### src/rtl/jk_drive_sequencer.sv
// Command sequencer that drives J/K inputs of a downstream JK flip-flop array,
// tracks the expected flop state in a shadow register and flags read-back mismatches.
module jk_drive_sequencer #(
    parameter int WIDTH = 4
) (
    input  logic             clk,
    input  logic             reset,
    input  logic             cmd_valid,
    output logic             cmd_ready,
    input  logic [1:0]       cmd_op,
    input  logic [WIDTH-1:0] cmd_mask,
    input  logic [3:0]       cmd_count,
    input  logic             clr_err,
    output logic [WIDTH-1:0] j,
    output logic [WIDTH-1:0] k,
    input  logic [WIDTH-1:0] q_fb,
    output logic             busy,
    output logic             done,
    output logic             err,
    output logic [1:0]       state_dbg
);

    // Handshake: a command transfers on a rising edge where cmd_valid and cmd_ready
    // are both 1; cmd_ready is high only in IDLE, and cmd_valid at any other time is ignored.

    typedef enum logic [1:0] {
        IDLE  = 2'd0,
        DRIVE = 2'd1,
        CHECK = 2'd2
    } state_t;

    state_t           state, state_nxt;
    logic [1:0]       op_q;
    logic [WIDTH-1:0] mask_q;
    logic [3:0]       cnt_q;
    logic [WIDTH-1:0] exp_q;
    logic             err_q;
    logic             accept;
    logic             mismatch;
    logic [WIDTH-1:0] exp_nxt;

    always_comb begin
        state_nxt = state;
        cmd_ready = 1'b0;
        busy      = 1'b0;
        done      = 1'b0;
        accept    = 1'b0;
        j         = '0;
        k         = '0;
        case (state)
            IDLE: begin
                cmd_ready = 1'b1;
                if (cmd_valid) begin
                    accept    = 1'b1;
                    state_nxt = DRIVE;
                end
            end
            DRIVE: begin
                busy = 1'b1;
                // Op encoding maps directly: bit 1 drives J, bit 0 drives K.
                j = op_q[1] ? mask_q : '0;
                k = op_q[0] ? mask_q : '0;
                if (cnt_q == 4'd0) begin
                    state_nxt = CHECK;
                end
            end
            CHECK: begin
                busy      = 1'b1;
                done      = 1'b1;
                state_nxt = IDLE;
            end
            default: begin
                state_nxt = IDLE;
            end
        endcase
    end

    // Characteristic JK equation; unselected bits see j=k=0 and therefore hold.
    assign exp_nxt  = (j & ~exp_q) | (~k & exp_q);
    assign mismatch = (state == CHECK) && (q_fb != exp_q);

    always_ff @(posedge clk or negedge reset) begin
        if (!reset) begin
            state  <= IDLE;
            op_q   <= 2'd0;
            mask_q <= '0;
            cnt_q  <= 4'd0;
            exp_q  <= '0;
            err_q  <= 1'b0;
        end else begin
            state <= state_nxt;
            if (accept) begin
                op_q   <= cmd_op;
                mask_q <= cmd_mask;
                cnt_q  <= cmd_count;
            end
            if (state == DRIVE) begin
                exp_q <= exp_nxt;
                if (cnt_q != 4'd0) begin
                    cnt_q <= cnt_q - 4'd1;
                end
            end
            // A fresh mismatch takes priority over a simultaneous clear.
            if (mismatch) begin
                err_q <= 1'b1;
            end else if (clr_err) begin
                err_q <= 1'b0;
            end
        end
    end

    assign err       = err_q;
    assign state_dbg = state;

endmodule

### config.mk
export PLATFORM = sky130hd
export DESIGN_NAME = jk_drive_sequencer
export DESIGN_NICKNAME = d
export VERILOG_FILES = /design/src/rtl/jk_drive_sequencer.sv
export SDC_FILE = /design/constraint.sdc
export NUM_CORES = 1
export LEC_CHECK = 0
export CELL_PAD_IN_SITES_DETAIL_PLACEMENT = 0
export CELL_PAD_IN_SITES_GLOBAL_PLACEMENT = 1
export CORE_ASPECT_RATIO = 0.9
export CORE_MARGIN = 2
export CORE_UTILIZATION = 35
export CTS_BUF_LIST = sky130_fd_sc_hd__clkbuf_4
export CTS_CLUSTER_DIAMETER = 60
export DETAILED_ROUTE_END_ITERATION = 7
export PLACE_DENSITY_LB_ADDON = 0.1
export SLEW_MARGIN = 40
export SYNTH_ARGS = -nofsm -noshare
export SYNTH_HDL_FRONTEND = slang
export SYNTH_SLANG_ARGS = --single-unit
### constraint.sdc
create_clock -name clk -period 2 [get_ports clk]
set_input_delay 0.3 -clock clk [delete_from_list [all_inputs] [get_ports clk]]
set_output_delay 0.3 -clock clk [all_outputs]
set_load 0.02 [all_outputs]
## After elaboration in Yosys (flattened, before gate mapping)

Cells that the tools add are included.

| word-level totals | value |
|---|---|
| bits in registers | 17 |
| output and inout port bits | 14 |
| word-level logic and storage cells | 41 |

| operators by class | value |
|---|---|
| add/subtract/negate cells | 1 |
| eq/ne operators | 5 |
| muxes and demuxes | 17 |
| bitwise gates (word level) | 5 |
| reductions and logical operators | 7 |

Operators by type and width:

| kind | number |
|---|---|
| $mux W4 | 7 |
| $and A4 B4 Y4 | 2 |
| $not A4 Y4 | 2 |
| $mux W1 | 7 |
| $logic_not A4 Y1 | 1 |
| $mux W2 | 2 |
| $ne A2 B2 Y1 const B | 2 |
| $ne A4 B4 Y1 | 1 |
| $or A4 B4 Y4 | 1 |
| $pmux W2 S2 | 1 |
| $reduce_bool A4 Y1 | 1 |
| $sub A4 B1 Y4 const B | 1 |
| $eq A2 B1 Y1 const B | 1 |
| $eq A2 B2 Y1 const B | 1 |
| $logic_not A2 Y1 | 1 |
| $reduce_and A2 Y1 | 1 |
| $reduce_bool A2 Y1 | 1 |
| $reduce_or A2 Y1 | 1 |
| $logic_and A1 B1 Y1 | 1 |

## Longest topological paths before layout

Gate-level depths: netlist of the first run.

| logic depth | value |
|---|---|
| depth after elaboration | 5 |
| gate-level depth with buffers | 6 |

## Worst setup path before layout of the first run

OpenSTA, ideal clock, no wires.

| timing | value |
|---|---|
| path kind | register to output |
| start point | register state[1], in the netlist state_dbg[1] |
| end point | output k[1] |
| arrival time | 1.514 ns |
| required time | 1.700 ns |
| slack | 0.186 ns |
| cell stages (with the launch flop) | 6 |
| buffers on the path | 2 |
| cells stage by stage | dfrtp_1 inv_1 ha_1 clkbuf_1 clkbuf_1 and3_1 |

| on the way | value |
|---|---|
| cells in the longest elaborated chain, start to end | 2 |

RTL lines:

| what | RTL line | source |
|---|---|---|
| start, declared | 32 | `state_t state, state_nxt;` |
| start signal, assigned | 91 | `state <= state_nxt;` |
| $eq A2 B1 Y1 | 50 | `case (state)` |
| $mux W4 | 50 |  |
| end, declared | 15 | `output logic [WIDTH-1:0] k,` |

No other way between the ends.

## Worst setup path in the final report of the first run

| timing | value |
|---|---|
| start point | register state[1], in the netlist state_dbg[1] |
| end point | output j[3] |

| on the way | value |
|---|---|
| cells in the longest elaborated chain, start to end | 2 |

RTL lines:

| what | RTL line | source |
|---|---|---|
| $eq A2 B1 Y1 | 50 |  |
| $mux W4 | 50 |  |
| end, declared | 14 | `output logic [WIDTH-1:0] j,` |

No other way between the ends.

==> results.yml, run 1 <==
status:
  run_status: "completed"
clock_tree:
  post-cts-setup-buffer-count: 0
  clkLatencyLatePin_ns: 0.29
  holdBufCountCts: 0
  numCtsBuffers: 3
  clockRootBuffer: "sky130_fd_sc_hd__clkbuf_4"
  clock_path_buffers: 2
  tritoncts_num_sinks: 17
  clk_pin_slew_worst_paths_ns: 0.10
  htreeDepth: 1
  tritoncts: "done"
synthesis:
  synth_fa_ha_area_frac: 0.0679
  yosys_register_bits: 17
  dominant_combinational_cell_family_by_area_after_synthesis: "multiplexers"
  syn-instance-count: 82
  synth.distinct_cells: 29
  synthesis.yosys.warnings: 0
  mappedNetlistArea_sq_um: 921
  post_synth_xor_area_fraction: 0.0380
  synth.area.mux_share: 0.151
  sequential_share_of_the_synthesized_area: 0.462
  synth_compound_area_frac: 0.105
  synth.net_count: 105
  postSynthAreaPerCell_sq_um: 11.2
  yosys.area_share.simple: 0.130
floorplan:
  initial_util: 0.373
  core-area_sq_um: 2470
  placementRows: 17
  die_width_um: 58.1
  fp.dieH_um: 52.7
  io_pins: 32
  die_area_sq_um: 3060
setup_path:
  critical_path.max_stage_delay_ns: 0.39
  timing.critical_path.max_delay_family: "buffers and inverters"
  crit_type: "register to output pin"
  worstPathCellList: "inv_1, ha_4, and3_1, dlygate4sd2_1"
  crit_slowest_cell: "sky130_fd_sc_hd__dfrtp_1"
  crit_buf_inv: 2
  worstPathRequired_ns: 1.70
  crit_arrival_ns: 1.51
  timing.critical_path.to_type: "output pin"
  critical_path.max_fanout: 9
  critical_path_source_type: "register"
sta:
  setup_total_negative_slack_ns: 0
  hold_ws_ns: 0.323
  rsz0062_at_grt: "no"
  final_max_slew_viol_count: 0
  clock_skew_ns: 0.00511
  timing.fmax_mhz: 553
  hold_viol_final: 0
  slew-limit-headroom: 0.836
  fin_crit_sh: 0.905
  min_period_ns: 1.81
  setup-violations-final: 0
  tightestPinTransition_ns: 0.244
  setup_slack_ns: 0.190
placement:
  place_worst_setup_slack_ns: 0.113
  post-dp-hpwl_um: 1530
  numPlacedInstances: 142
  gp_congestion: 0.762
  portBuffers: 31
routing:
  postRouteAntennaNets: 0
  drt_iter0_markers: 6
  drtPass1Iterations: 4
  drt-wirelength-per-cell_um: 13.4
  detailroute.via_count: 730
  drcViolationCount: 0
  totalWireLength_um: 1960
  vias_per_cell: 5.00
power:
  power_density_nw_per_um2: 1460
  peak_supply_drop_mv: 0.885
  power.leakage_nw: 0.680
global_routing:
  antenna_found_initial: 0
  grt_pass1_vias: 751
  grt_overflow: 0
  global_route_wire_length_before_repair_um: 3370
  grt_start_max_net_pins: 18
  track_usage: 0.149
final_layout:
  design.final.nets: 142
  layout.cells.most_common: "sky130_fd_sc_hd__clkdlybuf4s50_1"
  flow.area_growth_from_synthesis_pct: 43.1
  layout.cells.most_common_list: "sky130_fd_sc_hd__clkdlybuf4s50_1 (20), sky130_fd_sc_hd__dfrtp_1 (17), sky130_fd_sc_hd__inv_1 (8), sky130_fd_sc_hd__mux2_2 (7), sky130_fd_sc_hd__dlygate4sd2_1 (7)"
  layoutNonFillerInstCount: 146
  final_layout_size_suffix_gt1_frac: 0.161
  antenna_cells: 0
job:
  maxCapViolCount: 0
min_path:
  hp-class: "primary input to asynchronous set/reset pin"
==> metrics by stage <==
stage / cell area [sq um] / power (mW) / util
global route: 1320 / 2.10 / 0.534
detailed placement: 1280 / 1.78 / 0.520
global placement: 1280 / 1.76 / 0.520
floorplan: 921 / 1.35 / -
finish: 1320 / 1.92 / 0.534
CTS: 1300 / 1.93 / 0.528
==> registers in the layout, indices dropped and copies added (netlist names) <==
| name | flops |
|---|---|
| exp_q | 4 |
| op_q | 2 |
| state_dbg | 2 |
| cnt_q | 4 |
| err | 1 |
| mask_q | 4 |
==> cell usage after synthesis (all sizes together) <==
| library cell | n | share of area |
|---|---|---|
| nor3b | 1 | 0.0082 |
| o2bb2ai | 1 | 0.0095 |
| dfrtp | 17 | 0.46 |
| nand4b | 1 | 0.0095 |
| a21oi | 3 | 0.016 |
| nor2 | 1 | 0.0041 |
| nor2b | 2 | 0.014 |
| o21ai | 2 | 0.011 |
| xor2 | 4 | 0.038 |
| mux2 | 7 | 0.086 |
| or3b | 1 | 0.012 |
| clkbuf | 2 | 0.0082 |
| mux2i | 6 | 0.065 |
| o22a | 1 | 0.0095 |
| o211ai | 1 | 0.0082 |
| o41ai | 1 | 0.0095 |
| ha | 5 | 0.068 |
| and3b | 1 | 0.011 |
| nand3 | 3 | 0.016 |
| nand2 | 2 | 0.0082 |
| and3 | 5 | 0.034 |
| and2 | 1 | 0.0068 |
| a221oi | 1 | 0.0095 |
| buf | 1 | 0.0054 |
| a311o | 1 | 0.011 |
| inv | 8 | 0.033 |
| o311a | 1 | 0.011 |
| nor4 | 1 | 0.0068 |
| a31o | 1 | 0.0095 |
==> cell type report <==
cell class	count	area [sq um]
clock buffers	3	22.5
clock inverters	1	5.00
flip-flops and latches	17	425
fillers	247	1150
multi-input cells	54	465
repair buffers	35	334
inverters	8	30.0
well taps	28	35.0
==> metal layers <==
layer / track usage / vias to the layer above / share of wire
met1: 0.197 / 338 / 0.51
li1: - / 370 / -
met3: 0.0519 / 2 / 0.064
met2: 0.239 / 20 / 0.42
met5: 0 / - / 0
met4: 0.0233 / 0 / 0.0061
==> report_power, final <==
| group | internal [mW] | total [mW] | switching (mW) |
|---|---|---|---|
| logic | 0.543 | 1.04 | 0.502 |
| clock network | 0.0743 | 0.183 | 0.109 |
| registers | 0.521 | 0.692 | 0.172 |
==> worst paths after layout <==
kind	startpoint	end	slack [ns]	cells after the start
min in group clk	exp_q[0]	exp_q[0]	0.51	1
max in group asynchronous	reset	state_dbg[0]	1.49	2
setup / recovery	state_dbg[1]	j[3]	0.19	4
hold / removal	reset	cnt_q[1]	0.32	2
hold reg to reg	exp_q[0]	exp_q[0]	0.51	1
setup reg to reg	cnt_q[0]	state_dbg[0]	0.19	5
==> logic make-up after synthesis <==
| logic type | after synthesis |
|---|---|
| compound gates | 13 |
| xor+xnor | 4 |
| fa+ha+maj | 5 |
| buf+inv | 11 |
| flops | 17 |
| mux | 13 |
| simple gates | 19 |
==> timing repair <==
action                                  CTS  global route
endpoints found under the setup margin    8            10
endpoints found under the hold margin     0             0
pin swaps                                 0             0
gates resized for setup                   9             6
No activity file was read; power rests on OpenSTA's default activity.
==> run 2: changes to the inputs <==
- SKIP_CTS_REPAIR_TIMING: not set -> 1
==> run 2 against run 1 <==
  * Via count increased by 1.4%
  * Clock skew hardly changed
  * Largest power group unchanged
  * Count of clock-buffer cells in the layout stayed put
  * Design area is 2.7% higher
  * Power grew 1.3%
  * Critical endpoint is now state_dbg[0]
  * Hold slack is essentially flat
  * Sequential cell count unchanged
  * Core utilization increased by 1.4 points
==> results.yml, run 2 (synthesis gave the netlist of run 1 again) <==
setup_path:
  timing.critical_path.from: "cnt_q[0]"
  critical_path.reg2reg.startpoint: "cnt_q[0]"
  r2r_cells: 5
  critPathCapture: "state_dbg[0]"
  crit_type: "register to register"
  reg2reg_setup_slack_ns: 0.19
  critical_path.max_fanout: 5
  worstPathRequired_ns: 2.18
  critical_path_source_type: "register"
  crit_slowest_cell: "sky130_fd_sc_hd__dfrtp_1"
  crit_arrival_ns: 1.99
  worstPathCellList: "inv_1, ha_1, or3b_4, a21oi_1, mux2_2"
  critical_path.max_stage_delay_ns: 0.43
  timing.critical_path.to_type: "register"
  rr_endpoint: "state_dbg[0]"
clock_tree:
  tritoncts_num_sinks: 17
  clock_path_buffers: 2
  clkLatencyLatePin_ns: 0.29
  clk_pin_slew_worst_paths_ns: 0.10
  tritoncts: "done"
  htreeDepth: 1
  numCtsBuffers: 3
  clockRootBuffer: "sky130_fd_sc_hd__clkbuf_4"
global_routing:
  globalRouteMet1Util: 0.195
  grt_overflow: 0
  globalRouteMet2Util: 0.239
  grt_start_max_net_pins: 18
  grt_pass1_vias: 749
  gr-max-usage-layer: "met2"
  global_route_wire_length_before_repair_um: 3350
  antenna_found_initial: 0
  grt_use_met3: 0.0519
  track_usage: 0.148
final_layout:
  layout.cells.most_common: "sky130_fd_sc_hd__clkdlybuf4s50_1"
  antenna_cells: 0
  final_layout_size_suffix_gt1_frac: 0.161
  design.final.nets: 142
  flow.area_growth_from_synthesis_pct: 46.9
  layout.cell_area.non_filler_sq_um: 1350
  layout.cells.most_common_list: "sky130_fd_sc_hd__clkdlybuf4s50_1 (20), sky130_fd_sc_hd__dfrtp_1 (16), sky130_fd_sc_hd__dlymetal6s2s_1 (11), sky130_fd_sc_hd__inv_1 (8), sky130_fd_sc_hd__mux2_2 (7)"
  layout.core_utilization: 0.548
  reg_top3: "cnt_q (4), exp_q (4), mask_q (4)"
floorplan:
  die_area_sq_um: 3060
  die_width_um: 58.1
  core-area_sq_um: 2470
  io_pins: 32
  fp.dieH_um: 52.7
  initial_util: 0.373
  placementRows: 17
placement:
  post-dp-hpwl_um: 1530
  place_area_sq_um: 1280
  portBuffers: 31
  place_worst_setup_slack_ns: 0.113
  gp_congestion: 0.762
sta:
  clock_skew_ns: 0.00477
  setup_total_negative_slack_ns: 0
  timing.fmax_mhz: 552
  slew-limit-headroom: 0.835
  final_max_slew_viol_count: 0
  setup-violations-final: 0
  setup_slack_ns: 0.190
  tightestPinTransition_ns: 0.245
  rsz0062_at_grt: "no"
  min_period_ns: 1.81
  hold_viol_final: 0
  fin_crit_sh: 0.905
job:
  maxCapViolCount: 0
min_path:
  hp-class: "primary input to asynchronous set/reset pin"
power:
  power.leakage_nw: 0.787
  power_density_nw_per_um2: 1440
  peak_supply_drop_mv: 0.913
  totalPowerFinal_mw: 1.94
routing:
  detailroute.via_count: 740
  drt_iter0_markers: 9
  drcViolationCount: 0
  vias_per_cell: 5.07
  drtPass1Iterations: 4
  drt-wirelength-per-cell_um: 13.4
  postRouteAntennaNets: 0
  totalWireLength_um: 1960
status:
  run_status: "completed"
## run 2: cell count changes in the layout (fill, tap and decap cells not counted)
cell / previous run / this run
sky130_fd_sc_hd__dfrtp_1: 17 / 16
sky130_fd_sc_hd__clkbuf_2: 1 / 0
sky130_fd_sc_hd__dlymetal6s2s_1: 3 / 11
sky130_fd_sc_hd__dfrtp_2: 0 / 1
sky130_fd_sc_hd__dlygate4sd2_1: 7 / 0
## run 2: metrics by stage
step	std cells	hold slack (ns)
after detailed placement	142	0.495
after global routing	146	0.311
after floorplan	82	0.00441
after global placement	142	0.495
final	146	0.324
after CTS	146	0.330
## run 2: cell type report
class / instances / area (sq um)
fill: 239 / 1110
clock inverter: 1 / 5.00
timing repair buffer: 35 / 368
clock buffer: 3 / 22.5
inverter: 8 / 30.0
tap: 28 / 35.0
sequential: 17 / 427
multi-input combinational: 54 / 465
## run 2: metal layers
layer / vias to the layer above / routed length, um
li1: 371 / -
met1: 347 / 990
met5: - / 0
met2: 20 / 824
met4: 0 / 12
met3: 2 / 132
## run 2: critical path, delay by kind of cell (launching register included)
kind / cells / cell delay [ns]
adder cells (fa/ha/maj): 1 / 0.20
buffers and inverters: 1 / 0.07
AO/OA/AOI/OAI: 1 / 0.22
multiplexers: 1 / 0.35
flip-flops: 1 / 0.43
AND/OR/NAND/NOR: 1 / 0.43
## run 2: power breakdown
group          total (mW)  internal (mW)  switching, mW
clock               0.183         0.0743          0.108
sequential          0.694          0.523          0.172
combinational        1.07          0.566          0.501
## run 2: worst min path at each step
stage / startpoint / end / slack (ns) / depth (start not counted)
after floorplan: reset / cnt_q[0] / 0.004 / 0
after global placement: exp_q[2] / exp_q[2] / 0.49 / 1
after detailed placement: exp_q[0] / exp_q[0] / 0.49 / 1
after CTS: reset / cnt_q[1] / 0.33 / 2
after global routing: reset / cnt_q[1] / 0.31 / 2
final: reset / cnt_q[1] / 0.32 / 2
